[src/rtl/sar_search_pkg.sv]
// Shared definitions for the successive-approximation search controller.
package sar_pkg;
  localparam int SAR_WIDTH = 4;

  typedef enum logic [1:0] {
    IDLE   = 2'd0,
    SEARCH = 2'd1,
    DONE   = 2'd2
  } sar_state_t;
endpackage

[src/rtl/sar_search_if.sv]
// Controller <-> requester/comparator bundle; slave is the controller side.
interface sar_search_if #(parameter int WIDTH = 4);
  logic             start;
  logic             cmp_eq;
  logic             cmp_gt;
  logic             cmp_lt;
  logic [WIDTH-1:0] trial;
  logic             busy;
  logic             done;
  logic             err;
  logic [WIDTH-1:0] result;

  modport master (output start, cmp_eq, cmp_gt, cmp_lt,
                  input  trial, busy, done, err, result);
  modport slave  (input  start, cmp_eq, cmp_gt, cmp_lt,
                  output trial, busy, done, err, result);
endinterface

[src/rtl/sar_search.sv]
// MSB-first binary search driving an external magnitude comparator.
// One trial bit is resolved per clock; eq exits early, bad flags abort with err.
module sar_search
  import sar_pkg::*;
#(
  parameter int WIDTH = SAR_WIDTH
) (
  input logic         clk,
  input logic         rst,
  sar_search_if.slave bus
);
  localparam int IW = $clog2(WIDTH);

  sar_state_t       state;
  logic [WIDTH-1:0] trial, result, bit_m, nxt_trial;
  logic [IW-1:0]    bit_idx;
  logic             err, one_hot;

  // Resolve bit k and arm bit k-1 with masks only; no adders on the trial path.
  always_comb begin
    bit_m     = WIDTH'(1) << bit_idx;
    nxt_trial = (bus.cmp_gt ? (trial & ~bit_m) : trial) | (bit_m >> 1);
    one_hot   = (bus.cmp_eq ^ bus.cmp_gt ^ bus.cmp_lt) &
                ~(bus.cmp_eq & bus.cmp_gt & bus.cmp_lt);
  end

  always_ff @(posedge clk or posedge rst) begin
    if (rst) begin
      state   <= IDLE;
      trial   <= '0;
      result  <= '0;
      bit_idx <= '0;
      err     <= 1'b0;
    end else begin
      case (state)
        IDLE, DONE: begin
          if (bus.start) begin
            trial   <= {1'b1, {(WIDTH-1){1'b0}}};
            bit_idx <= IW'(WIDTH-1);
            err     <= 1'b0;
            state   <= SEARCH;
          end else begin
            state   <= IDLE;
          end
        end
        SEARCH: begin
          if (!one_hot) begin
            result <= trial;
            err    <= 1'b1;
            state  <= DONE;
          end else if (bus.cmp_eq) begin
            result <= trial;
            state  <= DONE;
          end else if (bit_idx != '0) begin
            trial   <= nxt_trial;
            bit_idx <= bit_idx - IW'(1);
          end else if (bus.cmp_gt) begin
            trial  <= {trial[WIDTH-1:1], 1'b0};
            result <= {trial[WIDTH-1:1], 1'b0};
            state  <= DONE;
          end else begin
            result <= trial;
            state  <= DONE;
          end
        end
        default: state <= IDLE;
      endcase
    end
  end

  assign bus.trial  = trial;
  assign bus.result = result;
  assign bus.err    = err;
  assign bus.busy   = (state == SEARCH);
  assign bus.done   = (state == DONE);
endmodule
[src/flat_wrapper.sv]
// flat-port wrapper written by rule: the top's interface ports become plain ports
module sar_search_flat import sar_pkg::*;
#(
  parameter int WIDTH = SAR_WIDTH
)
  (clk, rst, bus_start, bus_cmp_eq, bus_cmp_gt, bus_cmp_lt, bus_trial, bus_busy, bus_done, bus_err, bus_result);
  sar_search_if #(.WIDTH(WIDTH)) bus_i ();
  input logic clk;
  input logic rst;
  input wire logic [$bits(bus_i.start)-1:0] bus_start;
  input wire logic [$bits(bus_i.cmp_eq)-1:0] bus_cmp_eq;
  input wire logic [$bits(bus_i.cmp_gt)-1:0] bus_cmp_gt;
  input wire logic [$bits(bus_i.cmp_lt)-1:0] bus_cmp_lt;
  output wire logic [$bits(bus_i.trial)-1:0] bus_trial;
  output wire logic [$bits(bus_i.busy)-1:0] bus_busy;
  output wire logic [$bits(bus_i.done)-1:0] bus_done;
  output wire logic [$bits(bus_i.err)-1:0] bus_err;
  output wire logic [$bits(bus_i.result)-1:0] bus_result;
  assign bus_i.start = bus_start;
  assign bus_i.cmp_eq = bus_cmp_eq;
  assign bus_i.cmp_gt = bus_cmp_gt;
  assign bus_i.cmp_lt = bus_cmp_lt;
  assign bus_trial = bus_i.trial;
  assign bus_busy = bus_i.busy;
  assign bus_done = bus_i.done;
  assign bus_err = bus_i.err;
  assign bus_result = bus_i.result;
  sar_search #(.WIDTH(WIDTH)) u_core (.clk(clk), .rst(rst), .bus(bus_i));
endmodule
[config.mk]
export PLATFORM = sky130hd
export DESIGN_NAME = sar_search_flat
export DESIGN_NICKNAME = d
export VERILOG_FILES = /design/src/rtl/sar_search_pkg.sv /design/src/rtl/sar_search_if.sv /design/src/rtl/sar_search.sv /design/src/flat_wrapper.sv
export SDC_FILE = /design/constraint.sdc
export NUM_CORES = 1
export LEC_CHECK = 0
export BUFFER_PORTS_ARGS = -buffer_cell sky130_fd_sc_hd__buf_2
export CAP_MARGIN = 20
export CORE_MARGIN = 10
export CORE_UTILIZATION = 50
export DETAILED_ROUTE_END_ITERATION = 8
export GPL_TIMING_DRIVEN = 0
export PLACE_DENSITY = 0.79
export RECOVER_POWER = 100
export SYNTH_ARGS = -nofsm -noshare
export SYNTH_HDL_FRONTEND = slang
export SYNTH_SLANG_ARGS = --single-unit
export TNS_END_PERCENT = 50
[constraint.sdc]
create_clock -name clk -period 3.5 [get_ports clk]
set_input_delay 0.875 -clock clk [delete_from_list [all_inputs] [get_ports clk]]
set_output_delay 0.875 -clock clk [all_outputs]
set_load 0.1 [all_outputs]
# Word level (Yosys, flattened, before mapping)
# Cells that the tools add are included.
[op_classes]
add_sub_neg = 1
n_eq_ne = 9
n_shift = 1
n_mux = 23
n_bitwise = 9
n_reduce_logical = 8
[op_table]
columns = ["operator", "count"]
rows = [
  ["4-bit two-way mux", 8],
  ["2-bit two-way mux", 7],
  ["2-bit one-hot mux with 2 select lines", 2],
  ["4-bit one-hot mux with 2 select lines", 1],
  ["2-bit != test (second input constant)", 3],
  ["5-bit AND reduction", 1],
  ["4-bit bitwise AND", 1],
  ["1-bit two-way mux", 4],
  ["2-bit by 1-bit != test with 1-bit output (second input constant)", 2],
  ["4-bit != test (second input constant)", 1],
  ["4-bit inverter", 1],
  ["4-bit by 3-bit bitwise OR with 4-bit output", 1],
  ["4-bit AND reduction", 1],
  ["2-bit nonzero test", 2],
  ["1-bit by 2-bit << shifter with 4-bit output (first input constant)", 1],
  ["1-bit bitwise AND", 3],
  ["3-bit != test (second input constant)", 1],
  ["3-bit AND reduction", 1],
  ["2-bit by 1-bit == test with 1-bit output (second input constant)", 1],
  ["2-bit == test (second input constant)", 1],
  ["2-bit logical NOT", 1],
  ["1-bit one-hot mux with 2 select lines", 1],
  ["2-bit AND reduction", 1],
  ["2-bit OR reduction", 1],
  ["other kinds (3)", 4],
]
[word_totals]
regBits = 13
input_bits = 6
out_inout_bits = 11
elab_cells = 56

# Depth between registers and ports, before layout
[depth]
ltp_word = 9
ltp_mapped = 6
ltp_nobuf = 6

# Worst setup path before layout
# Ideal clock, no wire load.
[synth_timing]
kind = "reg2out"
startpoint = "register u_core.state[0]"
endpoint = "output bus_done"
arrival_time_ns = 1.727
required_time_ns = 2.625
setup_slack_ns = 0.898
path_stages_with_launch = 2
path_buffers = 0
path_cell_list = "dfrtp_1 > nor2b_1"
[synth_between]
elab_chain_cells = 1
[synth_lines]
columns = ["element", "line", "rtl"]
rows = [
  ["start: declaration", "sar_search.sv:14", "sar_state_t state;"],
  ["start signal: assignment", "sar_search.sv:29", "state <= IDLE;"],
  ["start signal: assignment", "sar_search.sv:41", "state <= SEARCH;"],
  ["start signal: assignment", "sar_search.sv:43", "state <= IDLE;"],
  ["2-bit == test", "sar_search.sv:75", "assign bus.done = (state == DONE);"],
  ["end: declaration", "flat_wrapper.sv:16", "output wire logic [$bits(bus_i.done)-1:0] bus_done;"],
]
# Every way passes these cells.

# Worst setup path in the final report
[layout_timing]
startpoint = "input bus_cmp_gt"
endpoint = "register u_core.result[2], in the netlist u_core.bus.result[2]"
[layout_between]
elab_chain_cells = 6
word_cells_on_any_way = 9
cone_classes = "eq/ne: 1; mux: 1; bitwise: 6; reduce/logical: 1"
[layout_lines]
columns = ["element", "line", "rtl"]
rows = [
  ["start: declaration", "flat_wrapper.sv:12", "input wire logic [$bits(bus_i.cmp_gt)-1:0] bus_cmp_gt;"],
  ["1-bit bitwise AND (2 in series)", "sar_search.sv:24", "~(bus.cmp_eq & bus.cmp_gt & bus.cmp_lt);"],
  ["1-bit inverter", "sar_search.sv:24", ""],
  ["1-bit bitwise AND *", "sar_search.sv:23", "one_hot = (bus.cmp_eq ^ bus.cmp_gt ^ bus.cmp_lt) &"],
  ["3-bit != test (no line)", "--", ""],
  ["2-bit AND reduction (no line)", "--", ""],
  ["end signal: assignment", "sar_search.sv:48", "result <= trial;"],
  ["end signal: assignment", "sar_search.sv:52", "result <= trial;"],
  ["end signal: assignment", "sar_search.sv:59", "result <= {trial[WIDTH-1:1], 1'b0};"],
  ["end: declaration", "sar_search.sv:15", "logic [WIDTH-1:0] trial, result, bit_m, nxt_trial;"],
]
# Every way passes the cells marked *; elsewhere a longest branch is shown, timed or not.
# A chain may end at the register's enable or synchronous reset.

==> impl_metrics.prom <==
# TYPE chip_impl_metric gauge
chip_impl_info{name="status",value="finished, final reports clean"} 1
chip_impl_info{name="cp_top_family",value="compound AO/OA/AOI/OAI gates"} 1
chip_impl_metric{name="dpl.hpwl",unit="um"} 1100
chip_impl_info{name="list_of_cells_traversed_by_the_critical_path",value="buf_2 > ha_1 > or3b_1 > and2_0 > o31ai_1 > mux2_2"} 1
chip_impl_metric{name="critPathRequiredTime",unit="ns"} 3.67
chip_impl_metric{name="skew",unit="ns"} 0.00320
chip_impl_metric{name="cp_max_fo",unit=""} 6
chip_impl_metric{name="crit_path_buffers_inverters",unit=""} 1
chip_impl_metric{name="synth.yosys.seq_area_share",unit=""} 0.481
chip_impl_metric{name="synth_edf_count",unit=""} 0
chip_impl_metric{name="remaining_drc_errors",unit=""} 0
chip_impl_metric{name="setup-violations-final",unit=""} 0
chip_impl_metric{name="p_total",unit="mW"} 0.503
chip_impl_metric{name="layout.area.seq",unit="um^2"} 325
chip_impl_metric{name="grt_first_pass_wirelength",unit="um"} 2420
chip_impl_metric{name="post-route-period-util",unit=""} 0.821
chip_impl_metric{name="post_synth.cell_area_avg",unit="um^2"} 11.6
chip_impl_info{name="rsz_0062_raised_after_global_routing",value="false"} 1
chip_impl_metric{name="cts_repair_resized_insts",unit=""} 0
chip_impl_metric{name="cts_buf_count",unit=""} 3
chip_impl_metric{name="slowest_delay",unit="ns"} 0.72
chip_impl_metric{name="insertion_delay",unit="ns"} 0.28
chip_impl_metric{name="clk_sink_count",unit=""} 13
chip_impl_metric{name="yosys.area.top_type_share",unit=""} 0.481
chip_impl_metric{name="antenna_found_initial",unit=""} 0
chip_impl_metric{name="wl_per_cell",unit="um"} 15.3
chip_impl_metric{name="detail_route.first_pass.iterations",unit=""} 6
chip_impl_metric{name="num-nets-final",unit=""} 90
chip_impl_metric{name="worst_ir_drop_on_vdd",unit="V"} 0.000329
chip_impl_metric{name="h-tree-depth",unit=""} 1
chip_impl_info{name="rr_endpoint",value="u_core.bus.trial[2]"} 1
chip_impl_metric{name="post-route-cell-area",unit="um^2"} 759
chip_impl_metric{name="layout.filler_cells",unit=""} 119
chip_impl_metric{name="drt_first_iter_violations",unit=""} 7
chip_impl_metric{name="reg2regPathDepth",unit=""} 5
chip_impl_metric{name="num_antenna_cells",unit=""} 0
chip_impl_metric{name="postCtsSetupRepairBufs",unit=""} 0
chip_impl_metric{name="cellLeakagePower",unit="nW"} 0.373
chip_impl_info{name="critical_path.startpoint_type",value="primary input"} 1
chip_impl_info{name="critical_path.reg2reg.startpoint",value="u_core.bit_idx[0]"} 1
chip_impl_metric{name="num_vias",unit=""} 494
chip_impl_metric{name="max_freq",unit="GHz"} 0.348
chip_impl_metric{name="std_cell_rows",unit=""} 13
chip_impl_metric{name="core-area",unit="um^2"} 1280
chip_impl_info{name="timing.hold.worst_endpoint",value="u_core.bus.result[1]"} 1
chip_impl_metric{name="final_critical_period",unit="ns"} 2.87
chip_impl_info{name="cp_slowest_cell",value="o31ai_1"} 1
chip_impl_metric{name="final_core_utilization",unit=""} 0.591
chip_impl_metric{name="dieArea",unit="um^2"} 3220
chip_impl_info{name="clk_root_buffer_cell",value="clkbuf_4"} 1
chip_impl_metric{name="die_w",unit="um"} 56.8
chip_impl_metric{name="initial_core_util",unit=""} 0.526
chip_impl_metric{name="ys_warnings",unit=""} 0
chip_impl_metric{name="quantity_of_hold_fixing_buffers_added_after_cts",unit=""} 0
chip_impl_metric{name="numPortBuffers",unit=""} 16
chip_impl_info{name="tritoncts_clock_tree",value="done"} 1
chip_impl_metric{name="final_layout_size_suffix_gt1_frac",unit=""} 0.192
chip_impl_metric{name="p_per_area",unit="nW/um^2"} 663
chip_impl_metric{name="drt.antenna.violating_nets",unit=""} 0
chip_impl_metric{name="mappedNetlistNets",unit=""} 69
chip_impl_metric{name="synth_area",unit="um^2"} 676
chip_impl_metric{name="global_route.overflow_total",unit=""} 0
chip_impl_info{name="worstSetupEndpointType",value="flop"} 1
chip_impl_info{name="hold_path.startpoint",value="u_core.bus.result[1]"} 1
chip_impl_info{name="min_path_type",value="reg2reg"} 1
chip_impl_metric{name="finalWirelength",unit="um"} 1420
chip_impl_metric{name="min_path_cells",unit=""} 1
chip_impl_metric{name="tns",unit="ns"} 0
chip_impl_metric{name="ctsLongestPathBuffers",unit=""} 2
chip_impl_metric{name="worstMarginPinSlew",unit="ns"} 1.18
chip_impl_info{name="worst-setup-path-type",value="in2reg"} 1
chip_impl_info{name="synth.top_cells.by_count",value="13 x dfrtp_1, 7 x inv_1, 5 x ha_1"} 1
chip_impl_metric{name="timing.critical_path.arrival",unit="ns"} 3.05
chip_impl_metric{name="die_y",unit="um"} 56.8
chip_impl_info{name="synth_top_cell_by_area",value="dfrtp_1"} 1
chip_impl_metric{name="timing.final.hold_violations",unit=""} 0
chip_impl_metric{name="track_usage",unit=""} 0.0916
chip_impl_metric{name="area_taken_by_multi_input_logic_gates",unit="um^2"} 295
chip_impl_metric{name="cap_viol_max_count",unit=""} 0
chip_impl_metric{name="pin_count",unit=""} 17
chip_impl_info{name="cell_with_the_most_instances_after_synthesis",value="dfrtp_1"} 1
chip_impl_metric{name="number_of_pins_with_negative_max_slew_slack_in_the_final_report",unit=""} 0
chip_impl_info{name="ys_dominant_reg_cell",value="dfrtp_1"} 1
chip_impl_metric{name="grt_pass1_vias",unit=""} 527
chip_impl_metric{name="worst_setup_hold_path_clk_slew",unit="ns"} 0.08
chip_impl_metric{name="asyncSetResetFlopFracSynth",unit=""} 1.00
chip_impl_metric{name="place.gp.congestion",unit=""} 0.795
chip_impl_metric{name="reg2reg_slack",unit="ns"} 1.27
chip_impl_info{name="synth_top_cells_by_area",value="dfrtp_1 48%, ha_1 9.3%, mux2_2 5.0%, a2111oi_4 4.1%, inv_1 3.9%"} 1
chip_impl_metric{name="synth_seq_cells",unit=""} 13
chip_impl_metric{name="post_dp_cell_area",unit="um^2"} 774
chip_impl_metric{name="synthDistinctLibCells",unit=""} 23
chip_impl_metric{name="area_grow_syn2layout",unit="%"} 12.4
chip_impl_metric{name="max_slew_margin",unit=""} 0.218
chip_impl_metric{name="netlist_instances",unit=""} 58
chip_impl_metric{name="maximum_number_of_pins_on_one_net_before_global_route_repair",unit=""} 14
chip_impl_metric{name="vias_per_cell",unit=""} 5.31
==> worst register-to-register path: cells and delay by family (launching register included) <==
kind | cells | cell delay, ns
AO/OA/AOI/OAI | 2 | 1.14
AND/OR/NAND/NOR | 1 | 0.18
buffers and inverters | 1 | 0.10
flip-flops | 1 | 0.46
adder cells (fa/ha/maj) | 1 | 0.26
==> sequential cells by signal, indices dropped and copies added (netlist names) <==
register	flops
u_core.state	2
u_core.bus.trial	4
u_core.bus.result	4
u_core.bit_idx	2
u_core.bus.err	1
==> per-stage QoR <==
stage                     instances  hold slack, ns  worst slack [ns]
after floorplan                  58           0.529             0.898
after global placement           89           0.470             0.702
after detailed placement         89           0.487             0.679
after CTS                        93           0.506             0.947
after global routing             93           0.516             0.404
final                            93           0.511             0.625
==> report_power, final <==
| part | internal (mW) | switching (mW) |
|---|---|---|
| logic | 0.0353 | 0.185 |
| clock network | 0.0425 | 0.0532 |
| registers | 0.172 | 0.0159 |
==> worst max path at each step <==
stage	startpoint	end	slack, ns	depth (start not counted)
CTS	bus_cmp_eq	u_core.bus.trial[2]	0.95	6
global placement	bus_cmp_gt	u_core.bus.trial[2]	0.70	6
finish	bus_cmp_gt	u_core.bus.result[2]	0.63	6
global route	bus_cmp_gt	u_core.bus.trial[2]	0.40	6
floorplan	u_core.state[0]	bus_done	0.90	1
detailed placement	bus_cmp_eq	u_core.bus.trial[2]	0.68	6
==> per-layer routing <==
| metal | wire length [um] | GRT usage | part of all wire | up-vias |
|---|---|---|---|---|
| li1 | - | - | - | 247 |
| met1 | 549 | 0.0936 | 0.39 | 231 |
| met2 | 742 | 0.155 | 0.52 | 13 |
| met3 | 106 | 0.0360 | 0.075 | 3 |
| met4 | 23 | 0.0503 | 0.016 | 0 |
| met5 | 0 | 0 | 0 | - |
==> layout by cell type, fill, tap and decap left out <==
cell / count
a32o_1: 1
nor2b_1: 2
nand2b_1: 2
clkinv_2: 1
ha_1: 5
a32o_2: 1
o31ai_1: 1
o211ai_1: 2
or2b_2: 1
a2111oi_2: 1
nor2_1: 2
dfrtp_1: 13
clkbuf_4: 3
inv_1: 7
o21ai_0: 1
clkbuf_1: 11
mux2_2: 3
a211o_1: 1
or3b_1: 1
and2_0: 1
nand2_1: 3
a21oi_1: 2
nand3_1: 3
buf_2: 5
a22o_1: 2
a31oi_1: 1
nor3_1: 2
==> final cells by class <==
| class | count | area share |
|---|---|---|
| sequential | 13 | 0.428 |
| multi-input combinational | 38 | 0.389 |
| timing repair buffer | 16 | 0.0873 |
| inverter | 7 | 0.0346 |
| clock buffer | 3 | 0.0297 |
| tap | 15 | 0.0247 |
| clock inverter | 1 | 0.00659 |
==> kinds of logic (layout without fill, tap and decap cells) <==
family	count (synthesis)	count (layout)	share of synthesized area
AND/OR/NAND/NOR	17	17	0.141
flip-flops	13	13	0.481
buffers and inverters	7	27	0.0389
AO/OA/AOI/OAI	13	13	0.196
multiplexers	3	3	0.0500
adder cells (fa/ha/maj)	5	5	0.0926
(Power assumes the default switching activity.)
